File: src/rtl/set_stream_buffer_if.sv
// Handshake/data bundle between the loaders, the set stream buffer and the conv-array consumer.
// The buffer connects through the slave modport and the producer/consumer side through master.
interface set_stream_buffer_if #(
   parameter int unsigned DATA_WIDTH     = 4,
   parameter int unsigned DATA_OF_SET    = 4,
   parameter int unsigned IN_NUM_OF_SET  = 4,
   parameter int unsigned OUT_NUM_OF_SET = 2,
   parameter int unsigned BUFFER_SIZE    = 8
);
   localparam int unsigned DIN_CNT_W = $clog2(IN_NUM_OF_SET + 1);
   localparam int unsigned CNT_W     = $clog2(BUFFER_SIZE + 1);

   logic                                                   flush;
   logic                                                   wen;
   logic [DIN_CNT_W-1:0]                                   din_cnt;
   logic [IN_NUM_OF_SET-1:0][DATA_OF_SET-1:0][DATA_WIDTH-1:0]  din;
   logic                                                   full_flag;
   logic                                                   ren;
   logic [OUT_NUM_OF_SET-1:0][DATA_OF_SET-1:0][DATA_WIDTH-1:0] dout;
   logic [OUT_NUM_OF_SET-1:0]                              valid;
   logic [CNT_W-1:0]                                       count;

   modport master (
      output flush, wen, din_cnt, din, ren,
      input  full_flag, dout, valid, count
   );

   modport slave (
      input  flush, wen, din_cnt, din, ren,
      output full_flag, dout, valid, count
   );
endinterface

File: src/rtl/set_stream_buffer.sv
// Set-granular circular stream buffer: variable-count writes, FWFT multi-lane reads with pop.
// Optional sticky overflow flag port ovf_err is enabled by defining SET_BUFFER_OVF_ERR_EN.
module set_stream_buffer #(
   parameter int unsigned DATA_WIDTH     = 4,
   parameter int unsigned DATA_OF_SET    = 4,
   parameter int unsigned IN_NUM_OF_SET  = 4,
   parameter int unsigned OUT_NUM_OF_SET = 2,
   parameter int unsigned BUFFER_SIZE    = 8
) (
   input  logic                  clk,
   input  logic                  rst,
   set_stream_buffer_if.slave    bus
`ifdef SET_BUFFER_OVF_ERR_EN
   ,
   output logic                  ovf_err
`endif
);
   localparam int unsigned DIN_CNT_W = $clog2(IN_NUM_OF_SET + 1);
   localparam int unsigned CNT_W     = $clog2(BUFFER_SIZE + 1);
   localparam int unsigned PTR_W     = $clog2(BUFFER_SIZE);

   typedef logic [DATA_OF_SET-1:0][DATA_WIDTH-1:0] set_t;

   set_t                 mem_q [BUFFER_SIZE];
   logic [PTR_W-1:0]     wp_q, wp_d;
   logic [PTR_W-1:0]     rp_q, rp_d;
   logic [CNT_W-1:0]     count_q, count_d;

   logic                 full_c;
   logic                 wr_acc_c;
   logic [DIN_CNT_W-1:0] cnt_eff_c;
   logic [DIN_CNT_W-1:0] wr_cnt_c;
   logic [CNT_W-1:0]     pop_cnt_c;

   // Occupancy-derived status and the clamped write/pop amounts for this cycle
   always_comb begin
      full_c    = (CNT_W'(BUFFER_SIZE) - count_q) < CNT_W'(IN_NUM_OF_SET);
      cnt_eff_c = (bus.din_cnt > DIN_CNT_W'(IN_NUM_OF_SET)) ? DIN_CNT_W'(IN_NUM_OF_SET)
                                                            : bus.din_cnt;
      wr_acc_c  = bus.wen && !full_c && !bus.flush;
      wr_cnt_c  = wr_acc_c ? cnt_eff_c : '0;
      pop_cnt_c = '0;
      if (bus.ren && !bus.flush) begin
         pop_cnt_c = (count_q >= CNT_W'(OUT_NUM_OF_SET)) ? CNT_W'(OUT_NUM_OF_SET) : count_q;
      end
   end

   // Next pointer/occupancy state; flush overrides any write or pop
   always_comb begin
      wp_d    = wp_q + PTR_W'(wr_cnt_c);
      rp_d    = rp_q + PTR_W'(pop_cnt_c);
      count_d = count_q + CNT_W'(wr_cnt_c) - pop_cnt_c;
      if (bus.flush) begin
         wp_d    = '0;
         rp_d    = '0;
         count_d = '0;
      end
   end

   always_ff @(posedge clk or negedge rst) begin
      if (!rst) begin
         wp_q    <= '0;
         rp_q    <= '0;
         count_q <= '0;
      end else begin
         wp_q    <= wp_d;
         rp_q    <= rp_d;
         count_q <= count_d;
      end
   end

   // Storage is deliberately left unreset; validity comes from count
   always_ff @(posedge clk) begin
      for (int i = 0; i < int'(IN_NUM_OF_SET); i++) begin
         if (wr_acc_c && (DIN_CNT_W'(i) < cnt_eff_c)) begin
            mem_q[wp_q + PTR_W'(i)] <= bus.din[i];
         end
      end
   end

   // FWFT lanes: lane k shows the k-th oldest set, zeroed when not valid
   always_comb begin
      bus.full_flag = full_c;
      bus.count     = count_q;
      for (int k = 0; k < int'(OUT_NUM_OF_SET); k++) begin
         bus.valid[k] = count_q > CNT_W'(k);
         bus.dout[k]  = bus.valid[k] ? mem_q[rp_q + PTR_W'(k)] : '0;
      end
   end

`ifdef SET_BUFFER_OVF_ERR_EN
   logic ovf_q, ovf_d;

   always_comb begin
      ovf_d = ovf_q | (bus.wen && (bus.din_cnt != '0) && full_c);
      if (bus.flush) begin
         ovf_d = 1'b0;
      end
   end

   always_ff @(posedge clk or negedge rst) begin
      if (!rst) begin
         ovf_q <= 1'b0;
      end else begin
         ovf_q <= ovf_d;
      end
   end

   assign ovf_err = ovf_q;
`endif

endmodule

File: src/flat_wrapper.sv
// flat-port wrapper written by rule: the top's interface ports become plain ports
module set_stream_buffer_flat 
#(
   parameter int unsigned DATA_WIDTH     = 4,
   parameter int unsigned DATA_OF_SET    = 4,
   parameter int unsigned IN_NUM_OF_SET  = 4,
   parameter int unsigned OUT_NUM_OF_SET = 2,
   parameter int unsigned BUFFER_SIZE    = 8
)
  (clk, rst, bus_flush, bus_wen, bus_din_cnt, bus_din, bus_ren, bus_full_flag, bus_dout, bus_valid, bus_count);
  set_stream_buffer_if #(.DATA_WIDTH(DATA_WIDTH), .DATA_OF_SET(DATA_OF_SET), .IN_NUM_OF_SET(IN_NUM_OF_SET), .OUT_NUM_OF_SET(OUT_NUM_OF_SET), .BUFFER_SIZE(BUFFER_SIZE)) bus_i ();
  input  logic clk;
  input  logic rst;
  input wire logic [$bits(bus_i.flush)-1:0] bus_flush;
  input wire logic [$bits(bus_i.wen)-1:0] bus_wen;
  input wire logic [$bits(bus_i.din_cnt)-1:0] bus_din_cnt;
  input wire logic [$bits(bus_i.din)-1:0] bus_din;
  input wire logic [$bits(bus_i.ren)-1:0] bus_ren;
  output wire logic [$bits(bus_i.full_flag)-1:0] bus_full_flag;
  output wire logic [$bits(bus_i.dout)-1:0] bus_dout;
  output wire logic [$bits(bus_i.valid)-1:0] bus_valid;
  output wire logic [$bits(bus_i.count)-1:0] bus_count;
  assign bus_i.flush = bus_flush;
  assign bus_i.wen = bus_wen;
  assign bus_i.din_cnt = bus_din_cnt;
  assign bus_i.din = bus_din;
  assign bus_i.ren = bus_ren;
  assign bus_full_flag = bus_i.full_flag;
  assign bus_dout = bus_i.dout;
  assign bus_valid = bus_i.valid;
  assign bus_count = bus_i.count;
  set_stream_buffer #(.DATA_WIDTH(DATA_WIDTH), .DATA_OF_SET(DATA_OF_SET), .IN_NUM_OF_SET(IN_NUM_OF_SET), .OUT_NUM_OF_SET(OUT_NUM_OF_SET), .BUFFER_SIZE(BUFFER_SIZE)) u_core (.clk(clk), .rst(rst), .bus(bus_i));
endmodule
File: config.mk
export PLATFORM = sky130hd
export DESIGN_NAME = set_stream_buffer_flat
export DESIGN_NICKNAME = d
export VERILOG_FILES = /design/src/rtl/set_stream_buffer_if.sv /design/src/rtl/set_stream_buffer.sv /design/src/flat_wrapper.sv
export SDC_FILE = /design/constraint.sdc
export NUM_CORES = 1
export LEC_CHECK = 0
export ABC_AREA = 1
export CELL_PAD_IN_SITES_DETAIL_PLACEMENT = 1
export CELL_PAD_IN_SITES_GLOBAL_PLACEMENT = 1
export CORE_MARGIN = 5
export CORE_UTILIZATION = 45
export DETAILED_ROUTE_END_ITERATION = 16
export PLACE_DENSITY = 0.94
export SLEW_MARGIN = 10
export SYNTH_ARGS = -nofsm -noshare
export SYNTH_HDL_FRONTEND = slang
export SYNTH_SLANG_ARGS = --single-unit
File: constraint.sdc
create_clock -name clk -period 5.6 [get_ports clk]
set_input_delay 0.84 -clock clk [delete_from_list [all_inputs] [get_ports clk]]
set_output_delay 0.84 -clock clk [all_outputs]
set_load 0.02 [all_outputs]
==> results of run 1 <==
final timing paths:
check	endpoint	slack [ns]	depth (start not counted)
worst max-delay path	bus_dout[24]	1.00	7
worst min-delay path	u_core.rp_q[2]$_DFF_PN0_	0.72	2
worst max register to register	u_core.mem_q[5][14]$_DFFE_PP_	1.60	7
worst min register to register	u_core.rp_q[2]$_DFF_PN0_	0.72	2
max in group asynchronous	u_core.rp_q[0]$_DFF_PN0_	4.45	1
min in group asynchronous	u_core.wp_q[1]$_DFF_PN0_	0.75	1
report_power, final:
part / switching, mW / internal [mW] / total, mW
logic: 1.13 / 0.595 / 1.73
clock network: 0.475 / 0.879 / 1.35
registers: 0.0755 / 1.25 / 1.33
metal layers:
layer / up-vias / part of all wire / track usage
met3: 230 / 0.16 / 0.126
li1: 6118 / - / -
met1: 6812 / 0.38 / 0.526
met5: - / 0.00037 / 0
met4: 4 / 0.037 / 0.0988
met2: 1274 / 0.43 / 0.583
state kept, by name (all words and copies together) (netlist names):
register,flops
u_core.rp_q,3
u_core.mem_q,128
u_core.bus.count,4
u_core.wp_q,3
worst max-delay path: stages, from the launching register on:
cell	delay, ns
dfrtp_2	0.43
ha_1	0.30
buf_4	0.25
inv_1	0.74
o21ai_0	0.35
o221a_2	0.38
nor3_1	0.22
clkdlybuf4s50_1	0.65
cell type report:
| class | instances | area share |
|---|---|---|
| antenna | 2 | 0.000367 |
| clock buffer | 19 | 0.0317 |
| clock inverter | 13 | 0.0181 |
| inverter | 119 | 0.0330 |
| multi-input combinational | 1459 | 0.488 |
| sequential | 138 | 0.300 |
| tap | 335 | 0.0307 |
| timing repair buffer | 141 | 0.0977 |
per-stage QoR:
stage	hold slack (ns)	util	instances
after CTS	0.716	0.527	2224
after detailed placement	0.698	0.500	2192
final	0.719	0.527	2226
after global routing	0.732	0.527	2224
after global placement	0.706	0.500	2192
after floorplan	0.544	-	1843
cells by family after synthesis:
logic type | share of synthesized area
flip-flops | 0.348
AO/OA/AOI/OAI | 0.147
XOR/XNOR | 0.00521
buffers and inverters | 0.0859
adder cells (fa/ha/maj) | 0.0181
other | 0.000319
AND/OR/NAND/NOR | 0.396
cells in the final DEF (no fill, tap or decap), drive strengths merged, types with 7 or more instances in the layout:
cell type / count
a31oi: 17
nand2: 487
o221a: 30
inv: 117
bufinv: 7
nand4: 13
ha: 9
nand3: 166
o21ai: 162
nor3: 26
clkdlybuf4s50: 110
clkbuf: 19
clkinv: 8
dfrtp: 10
nor2: 438
edfxtp: 128
buf: 31
a21oi: 92
==> key figures, run 1 <==
STA
  – Final Hold Fails: 0
  – Setup WS post-layout: about 1.0 ns
  – Fin crit share: 0.821
  – Unrepaired setup endpoints after global routing: false
  – Final Max Tran Viols: 0
  – Worst-Margin Slew: around 1.2 ns
  – Fmax: between 200 and 250 MHz
  – Final setup skew: 0.0180 ns
  – Final number of setup-violating endpoints: 0
  – Fin Setup TNS: 0 ns
  – Tmin final: between 4 and 5 ns
  – Worst slew margin: 0.193

Place
  – Area of placed instances: 13000 um^2
  – GP Congestion: 0.998
  – Place WS: around 1.4 ns
  – Buffers on Ports: 110
  – HPWL Detailed: around 40000 um

Finish
  – Share of layout cells above drive strength 1: 0.0662
  – Register Area: around 4100 um^2
  – Final #Nets: between 1500 and 2000
  – P&R area growth vs syn: 16.0%
  – Fillers: 3427
  – Design area: 13700 um^2
  – Area of the multi-input gates: between 6000 and 7000 um^2

Detailed routing
  – DR WL/cell: ~26 um
  – Drt pass-1 iters: 6
  – # DRC: 0
  – Via density: roughly 6.5
  – Final wirelength: ~57000 um
  – DR iter-0 viols: 2445
  – Post-DRT Antenna Nets: 0
  – DR vias: 14438

Min path
  – Min-delay src: u_core.rp_q[2]$_DFF_PN0_
  – Worst Hold Class: reg2reg

Floorplan
  – Die H: 172 um
  – Die width: around 170 um
  – Ports: 111
  – Die area: between 20000 and 30000 um^2
  – Site Rows: 59
  – Initial core utilization: 0.454
  – Core ar.: approximately 26000 um^2

Global route
  – First-pass GRT wire length: between 80000 and 90000 um
  – Total Routing Usage GR: 0.382
  – Total grt overflow: 0
  – Initial antenna violation count: 5
  – Largest net degree at the start of global routing: approximately 120
  – Vias in the first global route: roughly 14000

Synth
  – Top-count cell post-synth: nand2_1
  – FFs w/ async S/R, synth: 0.0725
  – Top cells by count, synth: nand2_1, nor2_1, nand3_1
  – Synthesized instance count: about 1800
  – Dominant synthesized flop cell: edfxtp_1
  – EDFF count, synth: approximately 130
  – Synth warnings: 0
  – Syn_area_per_cell: between 6 and 7 um^2
  – Netlist cell types: 39
  – Yosys top cell area share: 0.326
  – Synth Register Bits: roughly 140
  – Top cells by area, synth: edfxtp_1, nand2_1, nor2_1, nand3_1, o21ai_0
  – Syn nets: slightly below 2000
  – Synthesized area: about 12000 um^2
  – Seq/Total Area, Yosys: 0.348
  – Synth area leader: edfxtp_1

Clock network
  – # hold bufs at CTS: 0
  – CTS root buf: clkbuf_16
  – CTS buffer count: 17
  – Clock transition at path regs: 0.06 ns
  – CTS tree: yes
  – Largest buffer count on any clock path: 2
  – Post-cts resize count: 0
  – Postcts setup bufs: 0
  – Worst-Skew Late Latency: 0.43 ns
  – H-tree Lvls: 4
  – CTS Sinks: between 100 and 150

Worst setup path
  – WP data arrival: between 3 and 4 ns
  – Reg2Reg Launch Point: u_core.wp_q[0]$_DFF_PN0_
  – CP Max Fanout: 35
  – CP Class: reg2out
  – Startpoint Class: flop
  – CP startpoint: u_core.rp_q[0]$_DFF_PN0_
  – Setup crit end kind: output port
  – Worst EP required: about 4.8 ns

Power
  – Final Power: roughly 4.4 mW
  – P per Cell Area: 323 nW/um^2
  – VDD IR max: roughly 0.26 mV
  – Leak: around 6 nW

Run
  – Max Cap Violations: 0

Outcome
  – Outcome: complete, no violations
Note: power is estimated with default switching activity, not from simulation.
==> run 2, diff against run 1 <==
- CORE_UTILIZATION: 45 -> 38
- PLACE_DENSITY: 0.94 -> 0.86
- clock period: 5.6 -> 3.75 ns (I/O delays scaled with it)
==> key figures, run 2 (synthesized netlist as in run 1, its figures left out) <==
Outcome
  – Outcome: complete, no violations

STA
  – Final Max Tran Viols: 0
  – Final number of setup-violating endpoints: 0
  – Worst-Margin Slew: between 1 and 1.5 ns
  – Final Hold Fails: 0
  – Tmin final: 3.65 ns
  – Final setup skew: roughly 0.016 ns
  – Setup WS post-layout: 0.104 ns
  – Fin crit share: 0.972
  – Fin Hold WS: 0.456 ns
  – Fmax: approximately 270 MHz
  – Worst slew margin: 0.218

Global route
  – First-pass GRT wire length: around 84000 um
  – Total grt overflow: 0
  – Largest net degree at the start of global routing: 95
  – Most Crowded Layer GR: met2
  – Met3 usage: 0.0662
  – Met1 Use GR: 0.458
  – Initial antenna violation count: 0
  – Total Routing Usage GR: 0.315
  – Vias in the first global route: 13465
  – GR Util met2: 0.483

Clock network
  – Worst-Skew Late Latency: approximately 0.43 ns
  – # hold bufs at CTS: 0
  – Largest buffer count on any clock path: 2
  – Postcts setup bufs: 0
  – CTS buffer count: 17
  – Post-cts resize count: 2
  – CTS root buf: clkbuf_16
  – CTS tree: yes
  – Clock transition at path regs: about 0.060 ns
  – H-tree Lvls: 4
  – CTS Sinks: around 140

Worst setup path
  – CP Max Fanout: 23
  – R2r setup slk: 0.49 ns
  – Worst EP required: 3.19 ns
  – Slowest cell on crit path: clkdlybuf4s50_1
  – Reg2Reg Launch Point: u_core.bus.count[0]$_DFF_PN0_
  – Slowest cell delay on critical path: 0.64 ns
  – CP bufs+invs: 3
  – R2R depth: 12
  – Setup crit end kind: output port
  – CP Class: reg2out
  – CP top delay family: buffers and inverters
  – Startpoint Class: flop
  – Crit-path cells: ha_1 -> inv_1 -> buf_4 -> o21ai_0 -> o221a_2 -> nor3_1 -> clkdlybuf4s50_1
  – Reg2reg end: u_core.bus.count[3]$_DFF_PN0_
  – WP data arrival: 3.08 ns

Finish
  – Commonest non-fill, non-tap cell in the layout: nand2_1
  – P&R area growth vs syn: 18.2%
  – Final #Nets: between 1500 and 2000
  – Share of layout cells above drive strength 1: 0.0803
  – Largest register FFs: 128
  – Most frequent cells in the layout: nand2_1, nor2_1, nand3_1
  – Biggest register: u_core.mem_q
  – Fin cells: 2313
  – Register Area: approximately 4000 um^2
  – Fillers: about 4000
  – Area of the multi-input gates: ~6700 um^2
  – ANT cells: 0

Floorplan
  – Die H: approximately 190 um
  – Ports: 111
  – Die area: between 30000 and 40000 um^2
  – Initial core utilization: 0.385
  – Die width: approximately 190 um
  – Site Rows: between 60 and 70
  – Core ar.: 30600 um^2

Place
  – Dpl cells: between 2000 and 2500
  – GP Congestion: 0.975
  – HPWL Detailed: a little over 40000 um
  – Place WS: about 0.36 ns
  – Buffers on Ports: between 100 and 150

Detailed routing
  – Final wirelength: 54800 um
  – Drt pass-1 iters: 6
  – DR vias: 13978
  – DR iter-0 viols: around 2100
  – # DRC: 0
  – DR WL/cell: 23.7 um
  – Via density: approximately 6.0
  – Post-DRT Antenna Nets: 0

Min path
  – Worst Hold Class: in2async

Power
  – Leak: roughly 6.0 nW
  – VDD IR max: just over 0.3 mV
  – P per Cell Area: between 400 and 500 nW/um^2
  – Final Power: around 6.3 mW

Run
  – Max Cap Violations: 0
[run 2: cell types whose count changed in the layout (fill, tap and decap cells not counted), moves of 3 or more]
cell	delta
dlymetal6s2s_1	+3
bufinv_16	-3
buf_4	+24
clkdlybuf4s50_1	-3
[run 2: worst max-delay path by stage]
stage / start / endpoint / slack, ns / cells past startpoint
4_1_cts: u_core.rp_q[0]$_DFF_PN0_ / bus_dout[21] / 0.04 / 7
3_5_place_dp: u_core.rp_q[0]$_DFF_PN0_ / bus_dout[21] / 0.36 / 5
5_1_grt: u_core.rp_q[0]$_DFF_PN0_ / bus_dout[23] / -0.03 / 7
3_3_place_gp: u_core.rp_q[0]$_DFF_PN0_ / bus_dout[21] / 0.53 / 5
6_report: u_core.rp_q[0]$_DFF_PN0_ / bus_dout[23] / 0.10 / 7
2_1_floorplan: u_core.bus.count[3]$_DFF_PN0_ / u_core.bus.count[3]$_DFF_PN0_ / 0.81 / 11
[run 2: layer usage]
layer,share of wire,vias up
met5,0,-
met4,0.022,0
met3,0.12,105
met2,0.44,924
met1,0.42,6781
li1,-,6168
[run 2: area by class of cell]
class / count / share of cell area
flip-flops and latches: 138 / 0.295
well taps: 396 / 0.0356
clock inverters: 12 / 0.0125
inverters: 119 / 0.0327
repair buffers: 169 / 0.114
clock buffers: 20 / 0.0314
multi-input cells: 1459 / 0.479
[run 2: metrics by stage]
stage / utilization / setup TNS, ns / instance area, um^2
finish: 0.455 / 0 / 13900
global route: 0.455 / -0.0468 / 13900
CTS: 0.454 / 0 / 13900
detailed placement: 0.434 / 0 / 13300
global placement: 0.434 / 0 / 13300
floorplan: - / 0 / 11800
[run 2: power by group]
part / internal (mW) / leakage, nW / switching, mW
clock network: 1.11 / 0.289 / 0.657
registers: 1.87 / 1.30 / 0.107
logic: 0.929 / 4.44 / 1.65
==> run 3, diff against run 2 <==
- CAP_MARGIN: not set -> 20
==> results of run 3 <==
The final DEF is identical to that of run 2; final timing and power are the same.
